$ cat config.mk
export PLATFORM = sky130hd
export DESIGN_NAME = multicycle_controller
export DESIGN_NICKNAME = d
export VERILOG_FILES = /design/src/rtl/multicycle_controller.sv
export SDC_FILE = /design/constraint.sdc
export NUM_CORES = 1
export LEC_CHECK = 0
export ABC_AREA = 1
export BUFFER_PORTS_ARGS = -buffer_cell sky130_fd_sc_hd__buf_4
export CORE_MARGIN = 4
export CORE_UTILIZATION = 44
export CTS_CLUSTER_SIZE = 30
export DETAILED_ROUTE_END_ITERATION = 10
export PLACE_DENSITY = 0.78
export SKIP_CTS_REPAIR_TIMING = 1
export SLEW_MARGIN = 40
export SYNTH_ARGS = -nofsm -noshare
export SYNTH_HDL_FRONTEND = slang
export SYNTH_SLANG_ARGS = --single-unit
$ cat constraint.sdc
create_clock -name clk -period 2.2 [get_ports clk]
set_input_delay 0.66 -clock clk [delete_from_list [all_inputs] [get_ports clk]]
set_output_delay 0.66 -clock clk [all_outputs]
set_load 0.05 [all_outputs]
$ cat src/rtl/multicycle_controller.sv
// Control FSM sequencing the shared-memory multicycle RV32I datapath.
// Latency: 3-5 cycles per instruction; all outputs are combinational, with no output register.
// Backpressure: FETCH, MEMREAD and MEMWRITE hold until MemReady; MemReady is ignored elsewhere.
module multicycle_controller (
  input  logic       clk,
  input  logic       reset_n,
  input  logic [6:0] op,
  input  logic [2:0] funct3,
  input  logic       funct7b5,
  input  logic       Zero,
  input  logic       MemReady,
  output logic       PCWrite,
  output logic       AdrSrc,
  output logic       MemWrite,
  output logic       IRWrite,
  output logic       RegWrite,
  output logic [1:0] ResultSrc,
  output logic [1:0] ALUSrcA,
  output logic [1:0] ALUSrcB,
  output logic [2:0] ImmSrc,
  output logic [2:0] ALUControl,
  output logic       InstrDone,
  output logic       Illegal
);

  // Opcodes understood by this controller
  localparam logic [6:0] OP_LW   = 7'b0000011;
  localparam logic [6:0] OP_SW   = 7'b0100011;
  localparam logic [6:0] OP_R    = 7'b0110011;
  localparam logic [6:0] OP_I    = 7'b0010011;
  localparam logic [6:0] OP_BEQ  = 7'b1100011;
  localparam logic [6:0] OP_JAL  = 7'b1101111;
  localparam logic [6:0] OP_JALR = 7'b1100111;
  localparam logic [6:0] OP_LUI  = 7'b0110111;

  // ALU source / result select encodings
  localparam logic [1:0] SRCA_PC    = 2'b00;
  localparam logic [1:0] SRCA_OLDPC = 2'b01;
  localparam logic [1:0] SRCA_A     = 2'b10;
  localparam logic [1:0] SRCB_WD    = 2'b00;
  localparam logic [1:0] SRCB_IMM   = 2'b01;
  localparam logic [1:0] SRCB_FOUR  = 2'b10;
  localparam logic [1:0] RES_ALUOUT = 2'b00;
  localparam logic [1:0] RES_DATA   = 2'b01;
  localparam logic [1:0] RES_ALURES = 2'b10;
  localparam logic [1:0] RES_IMM    = 2'b11;

  // ALUOp values carried from the state to the ALU decoder
  localparam logic [1:0] ALUOP_ADD   = 2'b00;
  localparam logic [1:0] ALUOP_SUB   = 2'b01;
  localparam logic [1:0] ALUOP_FUNCT = 2'b10;

  typedef enum logic [3:0] {
    S_FETCH    = 4'd0,
    S_DECODE   = 4'd1,
    S_MEMADR   = 4'd2,
    S_MEMREAD  = 4'd3,
    S_MEMWB    = 4'd4,
    S_MEMWRITE = 4'd5,
    S_EXECR    = 4'd6,
    S_EXECI    = 4'd7,
    S_ALUWB    = 4'd8,
    S_BEQ      = 4'd9,
    S_JALRADR  = 4'd10,
    S_JAL      = 4'd11,
    S_LUI      = 4'd12,
    S_TRAP     = 4'd13
  } state_t;

  state_t state;
  state_t next_state;

  // Raw per-state controls, before reset gating
  logic       pc_update;
  logic       branch;
  logic       ir_write;
  logic       reg_write;
  logic       mem_write;
  logic       instr_done;
  logic [1:0] alu_op;
  logic       funct3_ok;

  // Only add/sub, slt, or and and are implemented for R-type and I-ALU
  assign funct3_ok = (funct3 == 3'b000) || (funct3 == 3'b010) ||
                     (funct3 == 3'b110) || (funct3 == 3'b111);

  // State register; reset returns to FETCH from any state, including TRAP
  always_ff @(posedge clk) begin
    if (!reset_n) begin
      state <= S_FETCH;
    end else begin
      state <= next_state;
    end
  end

  // Next-state logic
  always_comb begin
    next_state = state;
    case (state)
      S_FETCH:    next_state = MemReady ? S_DECODE : S_FETCH;
      S_DECODE: begin
        case (op)
          OP_LW, OP_SW: next_state = S_MEMADR;
          OP_R:         next_state = funct3_ok ? S_EXECR : S_TRAP;
          OP_I:         next_state = funct3_ok ? S_EXECI : S_TRAP;
          OP_BEQ:       next_state = S_BEQ;
          OP_JAL:       next_state = S_JAL;
          OP_JALR:      next_state = S_JALRADR;
          OP_LUI:       next_state = S_LUI;
          default:      next_state = S_TRAP;
        endcase
      end
      // op[5] separates sw (0100011) from lw (0000011)
      S_MEMADR:   next_state = op[5] ? S_MEMWRITE : S_MEMREAD;
      S_MEMREAD:  next_state = MemReady ? S_MEMWB : S_MEMREAD;
      S_MEMWB:    next_state = S_FETCH;
      S_MEMWRITE: next_state = MemReady ? S_FETCH : S_MEMWRITE;
      S_EXECR:    next_state = S_ALUWB;
      S_EXECI:    next_state = S_ALUWB;
      S_ALUWB:    next_state = S_FETCH;
      S_BEQ:      next_state = S_FETCH;
      S_JALRADR:  next_state = S_JAL;
      S_JAL:      next_state = S_ALUWB;
      S_LUI:      next_state = S_FETCH;
      S_TRAP:     next_state = S_TRAP;
      default:    next_state = S_FETCH;
    endcase
  end

  // Per-state datapath controls; anything not set stays 0
  always_comb begin
    pc_update  = 1'b0;
    branch     = 1'b0;
    ir_write   = 1'b0;
    reg_write  = 1'b0;
    mem_write  = 1'b0;
    instr_done = 1'b0;
    alu_op     = ALUOP_ADD;
    AdrSrc     = 1'b0;
    ResultSrc  = RES_ALUOUT;
    ALUSrcA    = SRCA_PC;
    ALUSrcB    = SRCB_WD;
    Illegal    = 1'b0;
    case (state)
      S_FETCH: begin
        ALUSrcA   = SRCA_PC;
        ALUSrcB   = SRCB_FOUR;
        ResultSrc = RES_ALURES;
        ir_write  = MemReady;
        pc_update = MemReady;
      end
      S_DECODE: begin
        ALUSrcA = SRCA_OLDPC;
        ALUSrcB = SRCB_IMM;
      end
      S_MEMADR: begin
        ALUSrcA = SRCA_A;
        ALUSrcB = SRCB_IMM;
      end
      S_MEMREAD: begin
        AdrSrc = 1'b1;
      end
      S_MEMWB: begin
        ResultSrc  = RES_DATA;
        reg_write  = 1'b1;
        instr_done = 1'b1;
      end
      S_MEMWRITE: begin
        AdrSrc     = 1'b1;
        mem_write  = 1'b1;
        instr_done = MemReady;
      end
      S_EXECR: begin
        ALUSrcA = SRCA_A;
        ALUSrcB = SRCB_WD;
        alu_op  = ALUOP_FUNCT;
      end
      S_EXECI: begin
        ALUSrcA = SRCA_A;
        ALUSrcB = SRCB_IMM;
        alu_op  = ALUOP_FUNCT;
      end
      S_ALUWB: begin
        ResultSrc  = RES_ALUOUT;
        reg_write  = 1'b1;
        instr_done = 1'b1;
      end
      S_BEQ: begin
        ALUSrcA    = SRCA_A;
        ALUSrcB    = SRCB_WD;
        alu_op     = ALUOP_SUB;
        ResultSrc  = RES_ALUOUT;
        branch     = 1'b1;
        instr_done = 1'b1;
      end
      S_JALRADR: begin
        ALUSrcA = SRCA_A;
        ALUSrcB = SRCB_IMM;
      end
      // PC takes the target held in ALUOut while ALUOut becomes OldPC + 4
      S_JAL: begin
        ALUSrcA   = SRCA_OLDPC;
        ALUSrcB   = SRCB_FOUR;
        ResultSrc = RES_ALUOUT;
        pc_update = 1'b1;
      end
      S_LUI: begin
        ResultSrc  = RES_IMM;
        reg_write  = 1'b1;
        instr_done = 1'b1;
      end
      // TRAP is absorbing, so the flag stays up until reset
      S_TRAP: begin
        Illegal = 1'b1;
      end
      default: begin
        Illegal = 1'b0;
      end
    endcase
  end

  // Write enables are held low for as long as reset is asserted
  always_comb begin
    PCWrite   = reset_n & (pc_update | (branch & Zero));
    IRWrite   = reset_n & ir_write;
    RegWrite  = reset_n & reg_write;
    MemWrite  = reset_n & mem_write;
    InstrDone = reset_n & instr_done;
  end

  // Immediate format depends only on the opcode
  always_comb begin
    case (op)
      OP_LW, OP_JALR, OP_I: ImmSrc = 3'b000;
      OP_SW:                ImmSrc = 3'b001;
      OP_BEQ:               ImmSrc = 3'b010;
      OP_JAL:               ImmSrc = 3'b011;
      OP_LUI:               ImmSrc = 3'b100;
      default:              ImmSrc = 3'b000;
    endcase
  end

  // ALU decoder; op[5] distinguishes R-type sub from addi with imm[10] set
  always_comb begin
    ALUControl = 3'b000;
    case (alu_op)
      ALUOP_ADD: ALUControl = 3'b000;
      ALUOP_SUB: ALUControl = 3'b001;
      ALUOP_FUNCT: begin
        case (funct3)
          3'b000:  ALUControl = (funct7b5 & op[5]) ? 3'b001 : 3'b000;
          3'b010:  ALUControl = 3'b101;
          3'b110:  ALUControl = 3'b011;
          3'b111:  ALUControl = 3'b010;
          default: ALUControl = 3'b000;
        endcase
      end
      default:   ALUControl = 3'b000;
    endcase
  end

endmodule

# Yosys cells after proc, flatten, opt, wreduce, memory -nomap -nowiden
# Cells that the tools add are included.
dict set report word_totals {
  wordCells 74
  regBits 4
  in_bits 15
}
dict set report classes {
  n_eq_ne 26
  reduce_logical 15
  n_mux 24
  bitwise 8
}
# operator count
set op_table {}
lappend op_table {{$pmux 4 s8} 1}
lappend op_table {{$pmux 4 s7} 1}
lappend op_table {{$eq 4x4->1 const B} 6}
lappend op_table {{$pmux 3 s4} 2}
lappend op_table {{$eq 7x6->1 const B} 3}
lappend op_table {{$eq 7x7->1 const B} 3}
lappend op_table {{$eq 4x3->1 const B} 4}
lappend op_table {{$pmux 2 s2} 3}
lappend op_table {{$reduce_or 2->1} 5}
lappend op_table {{$mux 3} 3}
lappend op_table {{$eq 4x2->1 const B} 2}
lappend op_table {{$mux 1} 8}
lappend op_table {{$mux 4} 2}
lappend op_table {{$reduce_or 4->1} 2}
lappend op_table {{$and 1x1->1} 7}
lappend op_table {{$eq 7x2->1 const B} 1}
lappend op_table {{$eq 7x5->1 const B} 1}
lappend op_table {{$eq 3x3->1 const B} 2}
lappend op_table {{$pmux 2 s3} 1}
lappend op_table {{$pmux 3 s2} 1}
lappend op_table {{$reduce_or 3->1} 2}
lappend op_table {{$reduce_or 5->1} 1}
lappend op_table {{$eq 4x1->1 const B} 1}
lappend op_table {{$logic_not 4->1} 1}
lappend op_table {{other kinds (7)} 10}

# Logic depth before layout (Yosys ltp)
# Gate-level depths: netlist of the first run.
dict set report depth {
  word_depth 7
  depth_mapped 10
}

# Least setup slack after synthesis of the first run
# Ideal clock, no wire load.
dict set report synth_path {
  kind {register to output}
  startpoint {reg state[2]}
  endpoint {out ALUControl[2]}
  setup_slack_ps -1107
  stages_incl_launch_ff 8
  t_arrival_ps 2647
  path_cell_list {dfxtp_1 inv_2 nor2_2 inv_1 nor2_1 inv_2 ha_1 nor4_1}
}
dict set report synth_via {
  elab_chain_cells 5
}
# element line_no
set synth_rtl {}
lappend synth_rtl {{start, declared} 70} ;# state_t state;
lappend synth_rtl {{start signal, assigned} 92} ;# state <= next_state;
lappend synth_rtl {{$eq 4x3->1} 144} ;# case (state)
lappend synth_rtl {{$reduce_or 2->1 (no line)} n/a}
lappend synth_rtl {{$pmux 2 s2 (*)} 144}
lappend synth_rtl {{$eq 2x2->1 or $eq 2x1->1 (tied branches)} 246} ;# case (alu_op)
lappend synth_rtl {{$pmux 3 s2 (*)} 246}
lappend synth_rtl {{end, declared} 21} ;# output logic [2:0] ALUControl,
# Mark *: on every way between the ends. The rest lies on a longest branch, timed or not.

# Worst setup path after layout of the first run
# Ends and elaborated chain as after synthesis.

==> results.md, run 1 <==
- Clock latency on the worst-skew pair: 220 ps
- Most flops, register: state
- Leakage: 0.000645 uW
- Slew of the pin with the lowest slew margin: 262 ps
- CTS Buf Count: 3
- Core area: 1370 um2
- FF/Latch Area: 88.8 um2
- # rows: 13
- Net switching power: 269 uW
- Multi-input logic area: 582 um2
- Cell Chain, Critical Path: buf_4 -> nor2_4 -> nand2_2 -> inv_2 -> ha_4 -> nor4_4 -> buf_6
- Slowest-stage cell, CP: dfxtp_4
- Seq pwr share: 17.0%
- Final WS setup: -75.7 ps
- Synthesis-stage register bit count: 4
- Overflow after GRT: 0
- First-pass GRT wire length: 3330 um
- Final #Nets: 200
- R2r startpoint: state[2]$_SDFF_PN0_
- Post-synth top cells: nand2_1, inv_1, nor2_1, inv_2, nor2_2
- Final slew viol count: 0
- Final hold viol count: 0
- Crit path time final: 2280 ps
- Final ANT Viol Nets: 0
- CTS Buffer Depth: 2
- PortBufs: 33
- Largest regs: state (4)
- Ys flop type: dfxtp_1
- Status: finished with violations
- Largest register FFs: 4
- Worst reg2reg path depth: 7
- Max FO, Critical Path: 4
- Iter 0 DRT Violations: 32
- Critical register-to-register path endpoint: state[2]$_SDFF_PN0_
- Net Sw Frac: 49.7%
- Detailed Place HPWL: 1740 um
- Worst setup path start: state[2]$_SDFF_PN0_
- Area Overhead vs Synth: 82.6%
- Chip height: 46.8 um
- Post-Syn Area per Cell: 5.18 um2
- F_max: 439 MHz
- Leading area contributor after synthesis: nand2_1
- Post-Route WL: 2440 um
- Crit path capture type: output pin
- Worst VDD drop: 0.391 mV
- Slowest stage delay, CP: 340 ps
- Comb pwr share: 67.2%
- H-Tree Depth: 1
- Yosys top cell area share: 20.4%
- Vias in the first global route: 837
- Post-route cell area: 1210 um2
- Ant diodes: 0
- PwrDens: 446 nW/um2
- CTS Sinks: 4
- Sequential share of the synthesized area: 12.1%
- Ports: 34
- First-pass iteration count of the detailed router: 4
- Slew margin rel.: 82.5%
- Vias: 1008
- Post-synth EDFFs: 0
- Largest net degree at the start of global routing: 7
- Final setup violation count: 2
- Max-Cap Viols: 0
- Unrepaired setup endpoints after global routing: yes
- Critical path arrival: 1620 ps
- Dpl ws: -89.5 ps
- Mapped Area: 663 um2
- Post-Synthesis Cells: 128
- Largest cells by area after synthesis: nand2_1, dfxtp_1, inv_1
- Clock-pin slew on the worst setup and hold paths: 30 ps
- Hold path start: state[0]$_SDFF_PN0_
- Most common cell in the synthesized netlist: nand2_1
- Effective utilization at floorplan: 48.5%
- Mapped Nets: 145
- Power Total: 540 uW
- Worst Skew: 1.27 ps
- Cell Int Power: 271 uW
- Die ar.: 2190 um2
- Ys async rst share: 0%
- Placer Congestion: 0.846
- Initial antenna violation count: 0
- Critical path destination: ALUControl[2]
- TritonCTS clock tree: built
- CP Data Required Time: 1540 ps
- # DRC: 0
- # fillers: 69
- Via density: 5.14
- Crit Path Category: flop to output pin
- R2r setup slk: 870 ps
- Die Wd: 46.8 um
- Clk pwr share: 15.7%
- Routed wire per std cell: 12.5 um
- All-Layer GR Usage: 20.4%
- Synth cell types: 23
- Clock root cell: clkbuf_4
- Tcrit/Tclk final: 103%
- Share of cells above drive strength 1: 54.7%
- CP startpoint kind: flop
- Placement Cell Area: 1050 um2
- Failing checks: negative setup slack
- Syn. warnings: 0
- Worst Hold Class: flop to flop
-- per-layer routing --
layer  wire length (um)  vias up  track usage, %  share of wire [%]
met3                148        0            2.68                6.1
met1                984      462            25.2                 40
met5                  0        -               0                  0
li1                   -      507               -                  -
met4                  0        0            4.97                  0
met2               1310       39            36.9                 54
-- power by group through the flow --
stage	Combinational, uW	Clock [uW]	Sequential, uW
2_1_floorplan	213	0	88.4
3_3_place_gp	317	0	89.0
3_5_place_dp	321	0	89.0
4_1_cts	322	87.8	88.1
5_1_grt	384	98.1	92.5
6_report	363	85.1	92.0
-- kinds of logic (layout without fill, tap and decap cells) --
family / Yosys count / in the layout / synth area share (%)
AO/OA/AOI/OAI: 16 / 16 / 14.2
adder cells (fa/ha/maj): 2 / 2 / 3.77
buffers and inverters: 29 / 82 / 16.4
flip-flops: 4 / 4 / 12.1
AND/OR/NAND/NOR: 77 / 77 / 53.6
-- area by class of cell --
cell class / instances / share of cell area, %
multi-input cells: 95 / 48.0
repair buffers: 50 / 32.2
inverters: 29 / 8.99
flip-flops and latches: 4 / 7.33
clock buffers: 3 / 1.86
well taps: 15 / 1.55
-- through the flow --
stage / util [%] / setup TNS [ps] / hold WS, ps / instances
after floorplan: - / -194 / 613 / 128
after global placement: 76.8 / -91.1 / 718 / 185
after detailed placement: 76.8 / -138 / 758 / 185
after CTS: 78.5 / -487 / 762 / 188
after global routing: 88.6 / -336 / 843 / 196
final: 88.6 / -80.2 / 794 / 196
-- how the worst min path moves through the flow --
stage / to / slack, ps / depth (start not counted)
after global placement: state[1]$_SDFF_PN0_ / 720 / 3
final: state[1]$_SDFF_PN0_ / 790 / 3
after CTS: state[0]$_SDFF_PN0_ / 760 / 5
after global routing: state[1]$_SDFF_PN0_ / 840 / 3
after detailed placement: state[0]$_SDFF_PN0_ / 760 / 5
after floorplan: state[1]$_SDFF_PN0_ / 610 / 3
-- worst max-delay path, delay by kind of cell (launching register included) --
| family | cells | cell delay, ps |
|---|---|---|
| buffers and inverters | 3 | 420 |
| and+or+nand+nor | 3 | 410 |
| adders and majority gates | 1 | 220 |
| DFF | 1 | 340 |
-- cell usage in the layout (no fill, tap or decap), types with 2 or more instances in the layout --
cell type,synthesis,routed
buf_4,0,47
nand2_1,36,35
inv_2,12,15
inv_1,16,13
nor2_1,15,12
nor2_4,2,7
nor2_2,9,7
nand3_1,6,6
o21ai_1,2,3
nor3_1,4,3
a21oi_1,4,3
clkbuf_4,0,3
o22ai_2,0,2
nand2_2,1,2
a21oi_2,1,2
a31oi_2,0,2
buf_6,0,2
dfxtp_4,0,2
No activity file was read; power rests on OpenSTA's default activity.
==> run 2, diff against run 1 <==
--- a/config.mk
+++ b/config.mk
@@ -8,10 +8,10 @@
 export ABC_AREA = 1
 export BUFFER_PORTS_ARGS = -buffer_cell sky130_fd_sc_hd__buf_4
 export CORE_MARGIN = 4
-export CORE_UTILIZATION = 44
+export CORE_UTILIZATION = 45
 export CTS_CLUSTER_SIZE = 30
 export DETAILED_ROUTE_END_ITERATION = 10
-export PLACE_DENSITY = 0.78
+export PLACE_DENSITY = 0.79
 export SKIP_CTS_REPAIR_TIMING = 1
 export SLEW_MARGIN = 40
 export SYNTH_ARGS = -nofsm -noshare
==> constraint.sdc (replaced) <==
create_clock -name clk -period 2.7 [get_ports clk]
set_input_delay 0.81 -clock clk [delete_from_list [all_inputs] [get_ports clk]]
set_output_delay 0.81 -clock clk [all_outputs]
set_load 0.05 [all_outputs]
==> run 2 against run 1 <==
Against the previous run: sequential power is 21% lower; setup slack better by 190 ps; hold slack worse by 120 ps; the flow now finishes without violations; critical endpoint unchanged; global-route usage increased by 0.21 points; clock-buffer cell count unchanged; via count down 11%.
==> results.md, run 2 (synthesized netlist as in run 1, its figures left out) <==
- Effective utilization at floorplan: 49.1% (+0.58 points)
- Power Total: 387 uW (-28%)
- Max-Cap Viols: 0 (unchanged)
- CTS Buffer Depth: 2 (unchanged)
- # rows: 13 (unchanged)
- Max FO, Critical Path: 4 (unchanged)
- Crit path time final: 2580 ps
- CTS Buf Count: 3 (unchanged)
- Multi-input logic area: 518 um2 (-11%)
- Final setup violation count: 0 (-2)
- Ports: 34 (unchanged)
- Die Wd: 46.4 um (-0.93%)
- Overflow after GRT: 0 (unchanged)
- Post-Route WL: 1970 um (-20%)
- # DRC: 0 (unchanged)
- Placed cell count: 176 (-4.9%)
- R2r startpoint: state[3]$_SDFF_PN0_
- Setup_tns: 0 ps (+80.2 ps)
- Clock root cell: clkbuf_4
- Most flops, register: state
- Iter 0 DRT Violations: 16 (-50%)
- Largest net degree at the start of global routing: 10 (+3)
- Share of cells above drive strength 1: 42.7% (-12 points)
- Commonest non-fill, non-tap cell in the layout: nand2_1
- # fillers: 131 (+90%)
- WHS Path Cells: 3 (unchanged)
- Status: finished, final reports clean
- Slew of the pin with the lowest slew margin: 278 ps (+16.4 ps)
- Worst Hold Path EP: state[1]$_SDFF_PN0_
- First-pass iteration count of the detailed router: 4 (unchanged)
- Routed wire per std cell: 11.0 um (-12%)
- Post-layout util: 74.1% (-15 points)
- Slew margin rel.: 81.4% (-1.1 points)
- Critical path arrival: 1770 ps (+150 ps)
- CP Data Required Time: 1890 ps (+350 ps)
- Final ANT Viol Nets: 0 (unchanged)
- F_max: 387 MHz
- Post-route cell area: 1000 um2 (-17%)
- TritonCTS clock tree: built
- Tcrit/Tclk final: 95.6%
- First-pass GRT wire length: 3260 um (-2.3%)
- Vias in the first global route: 837 (unchanged)
- Detailed Place HPWL: 1680 um (-3.4%)
- CTS Sinks: 4 (unchanged)
- Clock latency on the worst-skew pair: 230 ps (about the same)
- Largest register FFs: 4 (unchanged)
- Area Overhead vs Synth: 50.9%
- H-Tree Depth: 1 (unchanged)
- Commonest non-fill, non-tap cells in the layout: nand2_1, buf_4, inv_1
- FF/Latch Area: 81.3 um2 (-8.5%)
- Worst VDD drop: 0.268 mV (-31%)
- Critical register-to-register path endpoint: state[3]$_SDFF_PN0_
- Final std cells w/o fill: 179 (-8.7%)
- Ant diodes: 0 (unchanged)
- Hold path start: state[2]$_SDFF_PN0_
- PortBufs: 33 (unchanged)
- Final hold viol count: 0 (unchanged)
- Crit Path Category: flop to output pin
- Die ar.: 2150 um2 (-1.8%)
- Placer Congestion: 0.870 (+2.8%)
- PwrDens: 386 nW/um2 (-13%)
- Crit path capture type: output pin
- Placement Cell Area: 958 um2 (-8.7%)
- CP startpoint kind: flop
- Initial antenna violation count: 0 (unchanged)
- All-Layer GR Usage: 20.6% (+0.21 points)
- Final #Nets: 183 (-8.5%)
- Leakage: 0.000552 uW (-14%)
- Clock-pin slew on the worst setup and hold paths: 40 ps (about the same)
- Largest regs: state (4)
- Chip height: 46.4 um (-0.93%)
- Via density: 5.01 (-2.6%)
- R2r setup slk: 1490 ps (+620 ps)
- Worst Skew: 1.43 ps (+0.158 ps)
- Core area: 1350 um2 (-1.2%)
- Final slew viol count: 0 (unchanged)
- Worst Hold Class: flop to flop
- Vias: 897 (-11%)
- Worst reg2reg path depth: 7 (unchanged)
==> run 2: per-layer routing <==
layer	share of wire (%)	wire length [um]	GRT usage [%]	vias up
li1	-	-	-	469
met1	41	815	27.0	400
met2	50	985	33.8	24
met3	6.1	119	0.391	4
met4	2.3	46	10.8	0
met5	0	0	0	-
==> run 2: worst max path at each step <==
stage	start	end	slack [ps]	depth (start not counted)
after global placement	funct3[2]	ALUControl[0]	170	6
after CTS	state[2]$_SDFF_PN0_	ALUControl[2]	-120	8
after detailed placement	state[2]$_SDFF_PN0_	ALUControl[2]	140	8
final	state[3]$_SDFF_PN0_	ALUControl[2]	120	7
after floorplan	MemReady	PCWrite	3	4
after global routing	state[0]$_SDFF_PN0_	ALUControl[2]	-2	7
==> run 2: final cells by class <==
cell class | instances | share of cell area (%)
repair buffers | 33 | 25.1
well taps | 15 | 1.88
inverters | 29 | 10.9
flip-flops and latches | 4 | 8.13
multi-input cells | 95 | 51.8
clock buffers | 3 | 2.25
==> run 2: worst max-delay path, stage by stage, from the launching register on <==
cell	delay (ps)
dfxtp_1	390
inv_1	70
nor2_1	140
nand2_1	140
inv_2	110
ha_4	210
nor4_4	280
buf_6	190
==> run 2: through the flow <==
stage               hold WS, ps  setup WS [ps]
floorplan                   613           3.42
global placement            674            172
detailed placement          694            137
CTS                         704           -119
global route                723          -2.29
finish                      672            118
==> run 2: where the power goes <==
part	switching [uW]	total, uW	leakage, uW	internal [uW]
Sequential	7.10	72.6	0.0000331	65.5
Clock	21.5	71.1	0.0000138	49.5
Combinational	168	243	0.000506	74.8
==> run 3, diff against run 2 <==
--- a/config.mk
+++ b/config.mk
@@ -8,10 +8,11 @@
 export ABC_AREA = 1
 export BUFFER_PORTS_ARGS = -buffer_cell sky130_fd_sc_hd__buf_4
 export CORE_MARGIN = 4
-export CORE_UTILIZATION = 45
+export CORE_UTILIZATION = 47
+export CTS_CLUSTER_DIAMETER = 50
 export CTS_CLUSTER_SIZE = 30
 export DETAILED_ROUTE_END_ITERATION = 10
-export PLACE_DENSITY = 0.79
+export PLACE_DENSITY = 0.82
 export SKIP_CTS_REPAIR_TIMING = 1
 export SLEW_MARGIN = 40
 export SYNTH_ARGS = -nofsm -noshare
==> run 3 against run 2 <==
Against the previous run: die area down 3.5%; maximum frequency down 1.4%; highest routed layer unchanged; global-route usage up 2.5 points; critical endpoint unchanged; combinational power hardly changed; largest cell class unchanged; via count grew 0.33%; design area grew 0.25%.
==> results.md, run 3 (synthesized netlist as in run 1, its figures left out) <==
- Die ar.: 2080 um2 (-3.5%)
- CP Data Required Time: 1890 ps (about the same)
- Clock latency on the worst-skew pair: 230 ps (about the same)
- Iter 0 DRT Violations: 15 (-1)
- Largest register FFs: 4 (unchanged)
- Max FO, Critical Path: 4 (unchanged)
- Die Wd: 45.6 um (-1.8%)
- Worst VDD drop: 0.302 mV (+13%)
- Final slew viol count: 0 (unchanged)
- CTS Buf Count: 3 (unchanged)
- Net Sw Frac: 51.2% (+0.25 points)
- Via density: 5.03 (+0.33%)
- # DRC: 0 (unchanged)
- Worst Skew: 1.67 ps (+0.241 ps)
- Crit Path Category: flop to output pin
- First-pass GRT wire length: 3540 um (+8.7%)
- Clock-pin slew on the worst setup and hold paths: 40 ps (about the same)
- Final hold viol count: 0 (unchanged)
- Worst reg2reg path depth: 7 (unchanged)
- Final WS setup: 79.7 ps (-37.9 ps)
- Overflow after GRT: 0 (unchanged)
- Commonest non-fill, non-tap cell in the layout: nand2_1
- Worst Hold Class: flop to flop
- Top Layer Used: met4
- Crit path capture type: output pin
- Post-Route WL: 2120 um (+7.6%)
- Chip height: 45.6 um (-1.8%)
- DR WL met3: 115 um (-3.4%)
- Tcrit/Tclk final: 97.0% (+1.4 points)
- Cell Int Power: 190 uW (about the same)
- Initial antenna violation count: 0 (unchanged)
- H-Tree Depth: 1 (unchanged)
- Max-Cap Viols: 0 (unchanged)
- TritonCTS clock tree: built
- Comb pwr share: 63.0% (+0.2 points)
- Met1 wire length: 874 um (+7.2%)
- # fillers: 124 (-5.3%)
- Clk pwr share: 18.1% (-0.3 points)
- Net switching power: 199 uW (+1.1%)
- Slowest stage delay, CP: 380 ps (about the same)
- CP startpoint kind: flop
- Vias: 900 (+0.33%)
- Slowest-stage cell, CP: dfxtp_2
- Seq pwr share: 18.9% (about the same)
- Post-route cell area: 1000 um2 (+0.25%)
- Share of cells above drive strength 1: 43.3% (+0.61 points)
- WHS Path Cells: 3 (unchanged)
- Ports: 34 (unchanged)
- Status: finished, final reports clean
- Placer Congestion: 0.896 (+3.0%)
- Clock root cell: clkbuf_4
- Detailed Place HPWL: 1740 um (+3.8%)
- Slew of the pin with the lowest slew margin: 259 ps (-18.8 ps)
- CTS Buffer Depth: 2 (unchanged)
- All-Layer GR Usage: 23.0% (+2.5 points)
- Final setup violation count: 0 (unchanged)
- Dpl ws: 151 ps (+14.5 ps)
- PwrDens: 388 nW/um2 (+0.37%)
- F_max: 382 MHz (-1.4%)
- Final ANT Viol Nets: 0 (unchanged)
- Routed wire per std cell: 11.8 um (+7.6%)
- CTS Sinks: 4 (unchanged)
- Final #Nets: 183 (unchanged)
- Ant diodes: 0 (unchanged)
- PortBufs: 33 (unchanged)
- Vias in the first global route: 904 (+8.0%)
- Leakage: 0.000552 uW (about the same)
- Largest regs: state (4)
- Core area: 1320 um2 (-2.4%)
- Met2 wire len: 1120 um (+13%)
- Placement Cell Area: 958 um2 (unchanged)
- # rows: 13 (unchanged)
- Cell Chain, Critical Path: inv_2 -> nor2_2 -> inv_1 -> nor2_2 -> inv_2 -> ha_4 -> nor4_4 -> buf_6
- Most flops, register: state
- Largest net degree at the start of global routing: 10 (unchanged)
- Commonest non-fill, non-tap cells in the layout: nand2_1, buf_4, inv_1
- Slew margin rel.: 82.6% (+1.3 points)
- Effective utilization at floorplan: 50.3% (+1.2 points)
- Crit path time final: 2620 ps (+37.9 ps)
- First-pass iteration count of the detailed router: 4 (unchanged)
- Area Overhead vs Synth: 51.3%
- Critical path arrival: 1810 ps (+40 ps)
run 3: cell counts in the layout (fill, tap and decap cells not counted):
Identical to the previous run, type by type.
run 3: power by group through the flow:
stage                     logic, uW  registers (uW)  clock network, uW
final                           245            73.4               70.6
after global routing            264            74.2               76.8
after CTS                       242            72.1               75.2
after detailed placement        242            72.9                  0
after global placement          239            72.7                  0
after floorplan                 170            72.0                  0
run 3: per-stage QoR:
stage / util [%] / instances / power (uW) / hold slack (ps) / setup TNS, ps
2_1_floorplan: - / 128 / 242 / 613 / 0
3_3_place_gp: 72.7 / 176 / 312 / 669 / 0
3_5_place_dp: 72.7 / 176 / 315 / 681 / 0
4_1_cts: 74.5 / 179 / 390 / 692 / -100
5_1_grt: 76.2 / 179 / 415 / 764 / -4.98
6_report: 76.2 / 179 / 389 / 696 / 0
run 3: metal layers:
metal  track usage [%]  vias up
met4              9.94        0
li1                  -      471
met5                 0        -
met3              3.95        2
met1              25.2      406
met2              42.3       21
run 3: final cells by class:
class	instances	area (um2)	area share, %
multi-input cells	95	520	51.9
flip-flops and latches	4	81.3	8.10
repair buffers	33	251	25.1
well taps	15	18.8	1.87
clock buffers	3	22.5	2.24
inverters	29	109	10.8
run 3: path summary, 6_finish.rpt:
kind | startpoint | endpoint | slack (ps)
worst max-delay path | state[2]$_SDFF_PN0_ | ALUControl[2] | 80
worst min-delay path | state[2]$_SDFF_PN0_ | state[1]$_SDFF_PN0_ | 700
worst max register to register | state[3]$_SDFF_PN0_ | state[3]$_SDFF_PN0_ | 1470
worst min register to register | state[2]$_SDFF_PN0_ | state[1]$_SDFF_PN0_ | 700
run 3: worst max-delay path, delay by kind of cell, from the launching register on:
kind,cells,cell delay [ps]
and+or+nand+nor,3,530
buffers and inverters,4,410
DFF,1,380
adders and majority gates,1,250
